`src/rtl/fb_remap_pkg.sv`:
```
// fb_remap_pkg: AXI read-address constants and the AR beat record shared by the
// framebuffer remapper. Beat fields are sized for the widest supported bus;
// users cast to their own ADDR/ID widths.
package fb_remap_pkg;

    localparam logic [2:0] AXI_SIZE_4B    = 3'd2;
    localparam logic [1:0] AXI_BURST_INCR = 2'b01;
    localparam logic [3:0] AXI_QOS_MAX    = 4'hF;

    localparam int BEAT_ID_W   = 16;
    localparam int BEAT_ADDR_W = 64;

    typedef struct packed {
        logic [BEAT_ID_W-1:0]   id;
        logic [BEAT_ADDR_W-1:0] addr;
        logic [7:0]             len;
        logic [1:0]             burst;
    } ar_beat_t;

endpackage

```
`src/rtl/fb_ar_remap_if.sv`:
```
// fb_ar_remap_if: AXI AR channel subset (id/addr/len/burst + valid/ready) used on
// both the scan-out side and the interconnect side of the remapper.
interface fb_ar_remap_if #(
    parameter int ADDR_WIDTH = 32,
    parameter int ID_WIDTH   = 4
);
    logic [ID_WIDTH-1:0]   arid;
    logic [ADDR_WIDTH-1:0] araddr;
    logic [7:0]            arlen;
    logic [1:0]            arburst;
    logic                  arvalid;
    logic                  arready;

    modport master (output arid, araddr, arlen, arburst, arvalid, input arready);
    modport slave  (input arid, araddr, arlen, arburst, arvalid, output arready);
endinterface

```
`src/rtl/fb_swap_queue.sv`:
```
// fb_swap_queue: tiny FIFO of pending framebuffer bases. Entry 0 is always the
// head. Push is ignored when full and pop is ignored when empty; ready and count
// are registered.
module fb_swap_queue #(
    parameter int DEPTH = 2,
    parameter int WIDTH = 32
) (
    input  logic             aclk,
    input  logic             resetn,
    input  logic             push,
    input  logic             pop,
    input  logic [WIDTH-1:0] din,
    output logic [WIDTH-1:0] head,
    output logic [1:0]       count,
    output logic             ready
);
    logic [WIDTH-1:0] mem [DEPTH];
    logic [1:0]       count_q;
    logic [1:0]       count_next;
    logic [1:0]       wr_idx;
    logic             push_ok;
    logic             pop_ok;

    assign push_ok = push && ready;
    assign pop_ok  = pop && (count_q != 2'd0);

    // Next occupancy and the slot a push lands in once a same-cycle pop has shifted.
    always_comb begin
        count_next = count_q;
        wr_idx     = count_q;
        if (pop_ok) begin
            count_next = count_next - 2'd1;
            wr_idx     = count_q - 2'd1;
        end
        if (push_ok) begin
            count_next = count_next + 2'd1;
        end
    end

    // Storage: shift toward the head on pop, then write the new entry behind the tail.
    always_ff @(posedge aclk) begin
        if (!resetn) begin
            for (int i = 0; i < DEPTH; i++) mem[i] <= '0;
        end else begin
            if (pop_ok) begin
                for (int i = 0; i < DEPTH - 1; i++) mem[i] <= mem[i+1];
            end
            if (push_ok) begin
                for (int i = 0; i < DEPTH; i++) begin
                    if (wr_idx == 2'(i)) mem[i] <= din;
                end
            end
        end
    end

    // Occupancy and ready flag, both taken from the post-update count.
    always_ff @(posedge aclk) begin
        if (!resetn) begin
            count_q <= 2'd0;
            ready   <= 1'b1;
        end else begin
            count_q <= count_next;
            ready   <= (count_next < 2'(DEPTH));
        end
    end

    assign head  = mem[0];
    assign count = count_q;
endmodule

```
`src/rtl/fb_ar_remap.sv`:
```
// fb_ar_remap: adds the displayed framebuffer base to every scan-out AR request,
// commits queued buffer swaps immediately or at frame start (offset-0 beat), and
// registers the AR path through an output register plus one skid slot.
// Optional feature: define FB_REMAP_BOUNDS_CHECK_EN to wrap and flag offsets that
// run past FB_SIZE_BYTES.
module fb_ar_remap
    import fb_remap_pkg::*;
#(
    parameter int                    ADDR_WIDTH      = 32,
    parameter int                    ID_WIDTH        = 4,
    parameter int                    QUEUE_DEPTH     = 2,
    parameter logic [ADDR_WIDTH-1:0] FB_ADDR_DEFAULT = 32'h01E00000,
    parameter int unsigned           FB_SIZE_BYTES   = 1024 * 600 * 4
) (
    input  logic                  aclk,
    input  logic                  resetn,
    input  logic                  swap_valid,
    output logic                  swap_ready,
    input  logic [ADDR_WIDTH-1:0] swap_addr,
    input  logic                  enable_vsync,
    output logic                  swap_done,
    output logic [ADDR_WIDTH-1:0] active_addr,
    output logic [1:0]            pending_count,
    fb_ar_remap_if.slave          s_axi,
    fb_ar_remap_if.master         m_axi,
    output logic [2:0]            m_axi_arsize,
    output logic [3:0]            m_axi_arqos,
    output logic                  m_axi_arlock,
    output logic [3:0]            m_axi_arcache,
    output logic [2:0]            m_axi_arprot,
    output logic                  bounds_err
);
    logic [ADDR_WIDTH-1:0] active_q;
    logic [ADDR_WIDTH-1:0] head;
    logic [ADDR_WIDTH-1:0] base;
    logic [ADDR_WIDTH-1:0] offset;
    logic                  vsync_mode;
    logic                  pop;
    logic                  done_q;
    logic                  s_hs;
    logic                  m_hs;
    logic                  out_valid;
    logic                  skid_valid;
    ar_beat_t              in_beat;
    ar_beat_t              out_beat;
    ar_beat_t              skid_beat;
    logic                  unused_beat_bits;

    fb_swap_queue #(
        .DEPTH (QUEUE_DEPTH),
        .WIDTH (ADDR_WIDTH)
    ) u_queue (
        .aclk   (aclk),
        .resetn (resetn),
        .push   (swap_valid),
        .pop    (pop),
        .din    (swap_addr),
        .head   (head),
        .count  (pending_count),
        .ready  (swap_ready)
    );

    assign s_axi.arready = !skid_valid;
    assign s_hs          = s_axi.arvalid && !skid_valid;
    assign m_hs          = out_valid && m_axi.arready;

`ifdef FB_REMAP_BOUNDS_CHECK_EN
    logic out_of_range;
    logic bounds_q;

    // Out-of-range offsets are folded back by one framebuffer span.
    always_comb begin
        out_of_range = (s_axi.araddr >= ADDR_WIDTH'(FB_SIZE_BYTES));
        offset       = s_axi.araddr;
        if (out_of_range) offset = s_axi.araddr - ADDR_WIDTH'(FB_SIZE_BYTES);
    end

    // Sticky error: any accepted out-of-range beat latches it until reset.
    always_ff @(posedge aclk) begin
        if (!resetn)                   bounds_q <= 1'b0;
        else if (s_hs && out_of_range) bounds_q <= 1'b1;
    end

    assign bounds_err = bounds_q;
`else
    logic unused_size;
    assign unused_size = ^FB_SIZE_BYTES;
    assign offset      = s_axi.araddr;
    assign bounds_err  = 1'b0;
`endif

    // Commit decision; a committing beat already sees the new base.
    always_comb begin
        pop = 1'b0;
        if (pending_count != 2'd0) begin
            pop = vsync_mode ? (s_hs && (s_axi.araddr == '0)) : 1'b1;
        end
        base = pop ? head : active_q;
    end

    // Remapped beat as it would enter the output path this cycle.
    always_comb begin
        in_beat       = '0;
        in_beat.id    = BEAT_ID_W'(s_axi.arid);
        in_beat.addr  = BEAT_ADDR_W'(base + offset);
        in_beat.len   = s_axi.arlen;
        in_beat.burst = s_axi.arburst;
    end

    // Active base, commit pulse and the mode latched for the next cycle's decision.
    always_ff @(posedge aclk) begin
        if (!resetn) begin
            active_q   <= FB_ADDR_DEFAULT;
            done_q     <= 1'b0;
            vsync_mode <= 1'b0;
        end else begin
            active_q   <= base;
            done_q     <= pop;
            vsync_mode <= enable_vsync;
        end
    end

    // Output register with one skid slot: the skid only fills while the output is stalled.
    always_ff @(posedge aclk) begin
        if (!resetn) begin
            out_valid  <= 1'b0;
            skid_valid <= 1'b0;
            out_beat   <= '0;
            skid_beat  <= '0;
        end else if (!out_valid || m_hs) begin
            if (skid_valid) begin
                out_beat   <= skid_beat;
                out_valid  <= 1'b1;
                skid_valid <= 1'b0;
            end else if (s_hs) begin
                out_beat  <= in_beat;
                out_valid <= 1'b1;
            end else begin
                out_valid <= 1'b0;
            end
        end else if (s_hs) begin
            skid_beat  <= in_beat;
            skid_valid <= 1'b1;
        end
    end

    assign unused_beat_bits = ^out_beat;

    assign m_axi.arvalid = out_valid;
    assign m_axi.arid    = ID_WIDTH'(out_beat.id);
    assign m_axi.araddr  = ADDR_WIDTH'(out_beat.addr);
    assign m_axi.arlen   = out_beat.len;
    assign m_axi.arburst = out_beat.burst;

    assign m_axi_arsize  = AXI_SIZE_4B;
    assign m_axi_arqos   = AXI_QOS_MAX;
    assign m_axi_arlock  = 1'b0;
    assign m_axi_arcache = 4'd0;
    assign m_axi_arprot  = 3'd0;

    assign swap_done   = done_q;
    assign active_addr = active_q;
endmodule

```
`src/flat_wrapper.sv`:
```
// flat-port wrapper written by rule: the top's interface ports become plain ports
module fb_ar_remap_flat import fb_remap_pkg::*;
#(
    parameter int                    ADDR_WIDTH      = 32,
    parameter int                    ID_WIDTH        = 4,
    parameter int                    QUEUE_DEPTH     = 2,
    parameter logic [ADDR_WIDTH-1:0] FB_ADDR_DEFAULT = 32'h01E00000,
    parameter int unsigned           FB_SIZE_BYTES   = 1024 * 600 * 4
)
  (aclk, resetn, swap_valid, swap_ready, swap_addr, enable_vsync, swap_done, active_addr, pending_count, m_axi_arsize, m_axi_arqos, m_axi_arlock, m_axi_arcache, m_axi_arprot, bounds_err, s_axi_arid, s_axi_araddr, s_axi_arlen, s_axi_arburst, s_axi_arvalid, s_axi_arready, m_axi_arid, m_axi_araddr, m_axi_arlen, m_axi_arburst, m_axi_arvalid, m_axi_arready);
  fb_ar_remap_if #(.ADDR_WIDTH(ADDR_WIDTH), .ID_WIDTH(ID_WIDTH)) s_axi_i ();
  fb_ar_remap_if #(.ADDR_WIDTH(ADDR_WIDTH), .ID_WIDTH(ID_WIDTH)) m_axi_i ();
  input  logic aclk;
  input  logic resetn;
  input  logic swap_valid;
  output logic swap_ready;
  input  logic [ADDR_WIDTH-1:0] swap_addr;
  input  logic enable_vsync;
  output logic swap_done;
  output logic [ADDR_WIDTH-1:0] active_addr;
  output logic [1:0] pending_count;
  output logic [2:0] m_axi_arsize;
  output logic [3:0] m_axi_arqos;
  output logic m_axi_arlock;
  output logic [3:0] m_axi_arcache;
  output logic [2:0] m_axi_arprot;
  output logic bounds_err;
  input wire logic [$bits(s_axi_i.arid)-1:0] s_axi_arid;
  input wire logic [$bits(s_axi_i.araddr)-1:0] s_axi_araddr;
  input wire logic [$bits(s_axi_i.arlen)-1:0] s_axi_arlen;
  input wire logic [$bits(s_axi_i.arburst)-1:0] s_axi_arburst;
  input wire logic [$bits(s_axi_i.arvalid)-1:0] s_axi_arvalid;
  output wire logic [$bits(s_axi_i.arready)-1:0] s_axi_arready;
  output wire logic [$bits(m_axi_i.arid)-1:0] m_axi_arid;
  output wire logic [$bits(m_axi_i.araddr)-1:0] m_axi_araddr;
  output wire logic [$bits(m_axi_i.arlen)-1:0] m_axi_arlen;
  output wire logic [$bits(m_axi_i.arburst)-1:0] m_axi_arburst;
  output wire logic [$bits(m_axi_i.arvalid)-1:0] m_axi_arvalid;
  input wire logic [$bits(m_axi_i.arready)-1:0] m_axi_arready;
  assign s_axi_i.arid = s_axi_arid;
  assign s_axi_i.araddr = s_axi_araddr;
  assign s_axi_i.arlen = s_axi_arlen;
  assign s_axi_i.arburst = s_axi_arburst;
  assign s_axi_i.arvalid = s_axi_arvalid;
  assign s_axi_arready = s_axi_i.arready;
  assign m_axi_arid = m_axi_i.arid;
  assign m_axi_araddr = m_axi_i.araddr;
  assign m_axi_arlen = m_axi_i.arlen;
  assign m_axi_arburst = m_axi_i.arburst;
  assign m_axi_arvalid = m_axi_i.arvalid;
  assign m_axi_i.arready = m_axi_arready;
  fb_ar_remap #(.ADDR_WIDTH(ADDR_WIDTH), .ID_WIDTH(ID_WIDTH), .QUEUE_DEPTH(QUEUE_DEPTH), .FB_ADDR_DEFAULT(FB_ADDR_DEFAULT), .FB_SIZE_BYTES(FB_SIZE_BYTES)) u_core (.aclk(aclk), .resetn(resetn), .swap_valid(swap_valid), .swap_ready(swap_ready), .swap_addr(swap_addr), .enable_vsync(enable_vsync), .swap_done(swap_done), .active_addr(active_addr), .pending_count(pending_count), .s_axi(s_axi_i), .m_axi(m_axi_i), .m_axi_arsize(m_axi_arsize), .m_axi_arqos(m_axi_arqos), .m_axi_arlock(m_axi_arlock), .m_axi_arcache(m_axi_arcache), .m_axi_arprot(m_axi_arprot), .bounds_err(bounds_err));
endmodule
```
`config.mk`:
```
export PLATFORM = sky130hd
export DESIGN_NAME = fb_ar_remap_flat
export DESIGN_NICKNAME = d
export VERILOG_FILES = /design/src/rtl/fb_remap_pkg.sv /design/src/rtl/fb_ar_remap_if.sv /design/src/rtl/fb_swap_queue.sv /design/src/rtl/fb_ar_remap.sv /design/src/flat_wrapper.sv
export SDC_FILE = /design/constraint.sdc
export NUM_CORES = 1
export LEC_CHECK = 0
export CAP_MARGIN = 20
export CELL_PAD_IN_SITES_DETAIL_PLACEMENT = 1
export CELL_PAD_IN_SITES_GLOBAL_PLACEMENT = 2
export CORE_MARGIN = 8
export CORE_UTILIZATION = 34
export CTS_CLUSTER_DIAMETER = 60
export DETAILED_ROUTE_END_ITERATION = 12
export PLACE_DENSITY = 0.95
export SLEW_MARGIN = 20
export SYNTH_ARGS = -nofsm -noshare
export SYNTH_HDL_FRONTEND = slang
export SYNTH_HIERARCHICAL = 1
export SYNTH_SLANG_ARGS = --single-unit
```
`constraint.sdc`:
```
create_clock -name aclk -period 8.9 [get_ports aclk]
set_input_delay 0.89 -clock aclk [delete_from_list [all_inputs] [get_ports aclk]]
set_output_delay 0.89 -clock aclk [all_outputs]
set_load 0.02 [all_outputs]
```
==> metrics.txt <==
leading area contributor after synthesis dfxtp_1; Startpoint Class primary input; Hold Crit Depth 2; clk_skew 0.02226 ns; critical path required time 9.26 ns; initial antenna violation count 2; Fmax 148.2 MHz; register area 4546 um^2; Layout Nets 1364; vias in the first global route 8848; Power, Total 3.703 mW; area delta synth->final 22.00%; commonest cells after routing, fill and taps aside nand2_1 (256), clkdlybuf4s50_1 (166), dfxtp_1 (130); Core Area 29320 um^2; leading cell type in the layout, fill and taps excluded nand2_1; Synth Cell Area 10010 um^2; register area share after synthesis 45.40%; Crit Path Max Fanout 34; TNS Setup 0 ns; utilization after layout 41.65%; wire per inst 19.16 um; Multi-input gate area 4778 um^2; Yosys cell types 68; post-route ant nets 0; Routability Congestion 0.8770; worst slew pin tran 0.9031 ns; vias post-DR 8355; leakage 4.779 nW; Worst R2R Path Depth 20; Tcrit/Tclk final 75.81%; PortBufs 167; Die Width 187.6 um; gr usage total 17.84%; RSZ-0062 raised after global routing no; clk_lat worst skew 0.44 ns; first-pass GRT wire length 50210 um; HPWL Detailed 23490 um; synth top area cells dfxtp_1 (26%), edfxtp_1 (19%), nand2_1 (9.6%); Primary FF master, synth dfxtp_1; clock sink count 195; Synth Warn # 6; final WL 31600 um; Iter 0 DRT Violations 412; post-CTS setup buffer count 0; Initial Util 34.14%; GRT overflow 0; FF+latch count, synth 195; async set-reset flop share out of synthesis 0%; Die Y 187.6 um; cts hold-fix bufs 0; Pre-Repair DR Iteration Count 4; final setup vio count 0; CP Class in -> reg; Row Count 63; H-tree Lvls 4; layout cells sized above 1 5.723%; status complete, no violations; Resized Gates After CTS 0; Hold Crit Class reg -> reg; Synth top area share 26.20%; Mapped Avg Cell Area 8.696 um^2; CTS Buffer Depth 2; clock-pin slew on the worst setup and hold paths 0.07 ns; Synth Instances 1151; largest net degree at the start of global routing 77; TritonCTS clock tree built; drt drc 0; kind of end point of the critical path flip-flop; IO Pins 184; Pwr Density 303.2 nW/um^2; EDFF count, synth 64; arrival time of the worst setup path 7.11 ns; maxcap violations 0; fin. max-slew vios 0; post-route minimum period 6.747 ns; post-DR vias/cell 5.067; Fillers 3408; VDD IR-drop max 0.0001840 V; Root Driver clkbuf_16; CTS buffer count 17; Slew headroom 39.73%; Fin. Hold Viols 0; Total Die Area 35190 um^2
-- sequential cells by signal, indices dropped and copies added (netlist names) --
signal and cells:
u_core/active_addr 32, u_core/m_axi.araddr 32, u_core/m_axi.arburst 2, u_core/m_axi.arid 4
u_core/m_axi.arlen 8, u_core/m_axi.arvalid 1, u_core/skid_beat 46, u_core/skid_valid 1
u_core/swap_done 1, u_core/u_queue/count 2, u_core/u_queue/mem 64, u_core/u_queue/ready 1
u_core/vsync_mode 1
-- routing by layer --
metal	part of all wire (%)	track usage, %	vias to the layer above
met1	44	21.68	4062
met4	1.5	4.182	4
li1	-	-	4080
met2	50	31.17	186
met3	5.0	4.495	23
met5	0.085	0	-
-- worst max-delay path, cell delays in order --
cell,delay (ns)
clkdlybuf4s50_1,0.46
nor4_1,0.80
nand4_1,0.42
o41ai_2,0.46
o21ai_2,0.09
buf_4,0.26
inv_1,0.70
nand2_1,0.15
nand2_1,0.13
ha_1,0.18
inv_1,0.06
fa_1,0.39
nor2b_1,0.21
o2111ai_1,0.17
a31oi_1,0.36
nand2b_1,0.24
a21oi_1,0.14
a221o_1,0.35
xnor2_1,0.30
mux2i_1,0.13
a21oi_1,0.19
-- layout make-up --
type,instances,area share [%]
Sequential cell,195,37.22
Clock inverter,14,1.240
Tap cell,390,3.996
Clock buffer,18,3.514
Timing Repair Buffer,177,14.26
Antenna cell,1,0.02049
Inverter,20,0.6148
Multi-Input combinational cell,834,39.13
-- where the power goes --
group	switching, mW	internal, mW
sequential	0.0982	1.17
combinational	1.04	0.620
clock	0.381	0.390
-- synthesized netlist by cell type (all sizes together) (6+ instances only) --
library cell	n
a211oi	24
a21o	12
a21oi	89
a31oi	9
and2	36
buf	64
clkbuf	52
dfxtp	131
edfxtp	64
ha	34
inv	20
mux2i	26
nand2	256
nand2b	6
nand3	15
nand4	10
nor2	71
nor2b	34
nor3	8
nor4	7
o211ai	8
o21ai	81
o21bai	8
xnor2	19
xor2	10
-- per-stage QoR --
step                      instance area (um^2)  instances  setup slack [ns]  hold slack, ns
after CTS                                12210       1648             2.200          0.4565
after global routing                     12210       1648             1.900          0.4749
after global placement                   11620       1616             1.907          0.4403
after detailed placement                 11630       1616             1.777          0.4461
after floorplan                          10060       1165             4.369          0.4357
final                                    12210       1649             2.153          0.4580
-- final timing paths --
check,from,end,slack (ns)
worst min-delay path,u_core/skid_beat[38],u_core/skid_beat[38],0.46
worst max-delay path,s_axi_araddr[8],u_core/m_axi.araddr[28],2.15
worst min register to register,u_core/skid_beat[38],u_core/skid_beat[38],0.46
worst max register to register,u_core/skid_valid,u_core/m_axi.araddr[28],3.07
-- logic make-up after synthesis --
logic type,after synthesis,synth area share [%]
other cells,2,0.07503
fa+ha+maj,35,4.450
mux,27,2.712
flops,195,45.40
compound gates,260,16.10
xor+xnor,29,2.537
simple gates,467,21.10
buf+inv,136,7.625
No activity file was read; power rests on OpenSTA's default activity.
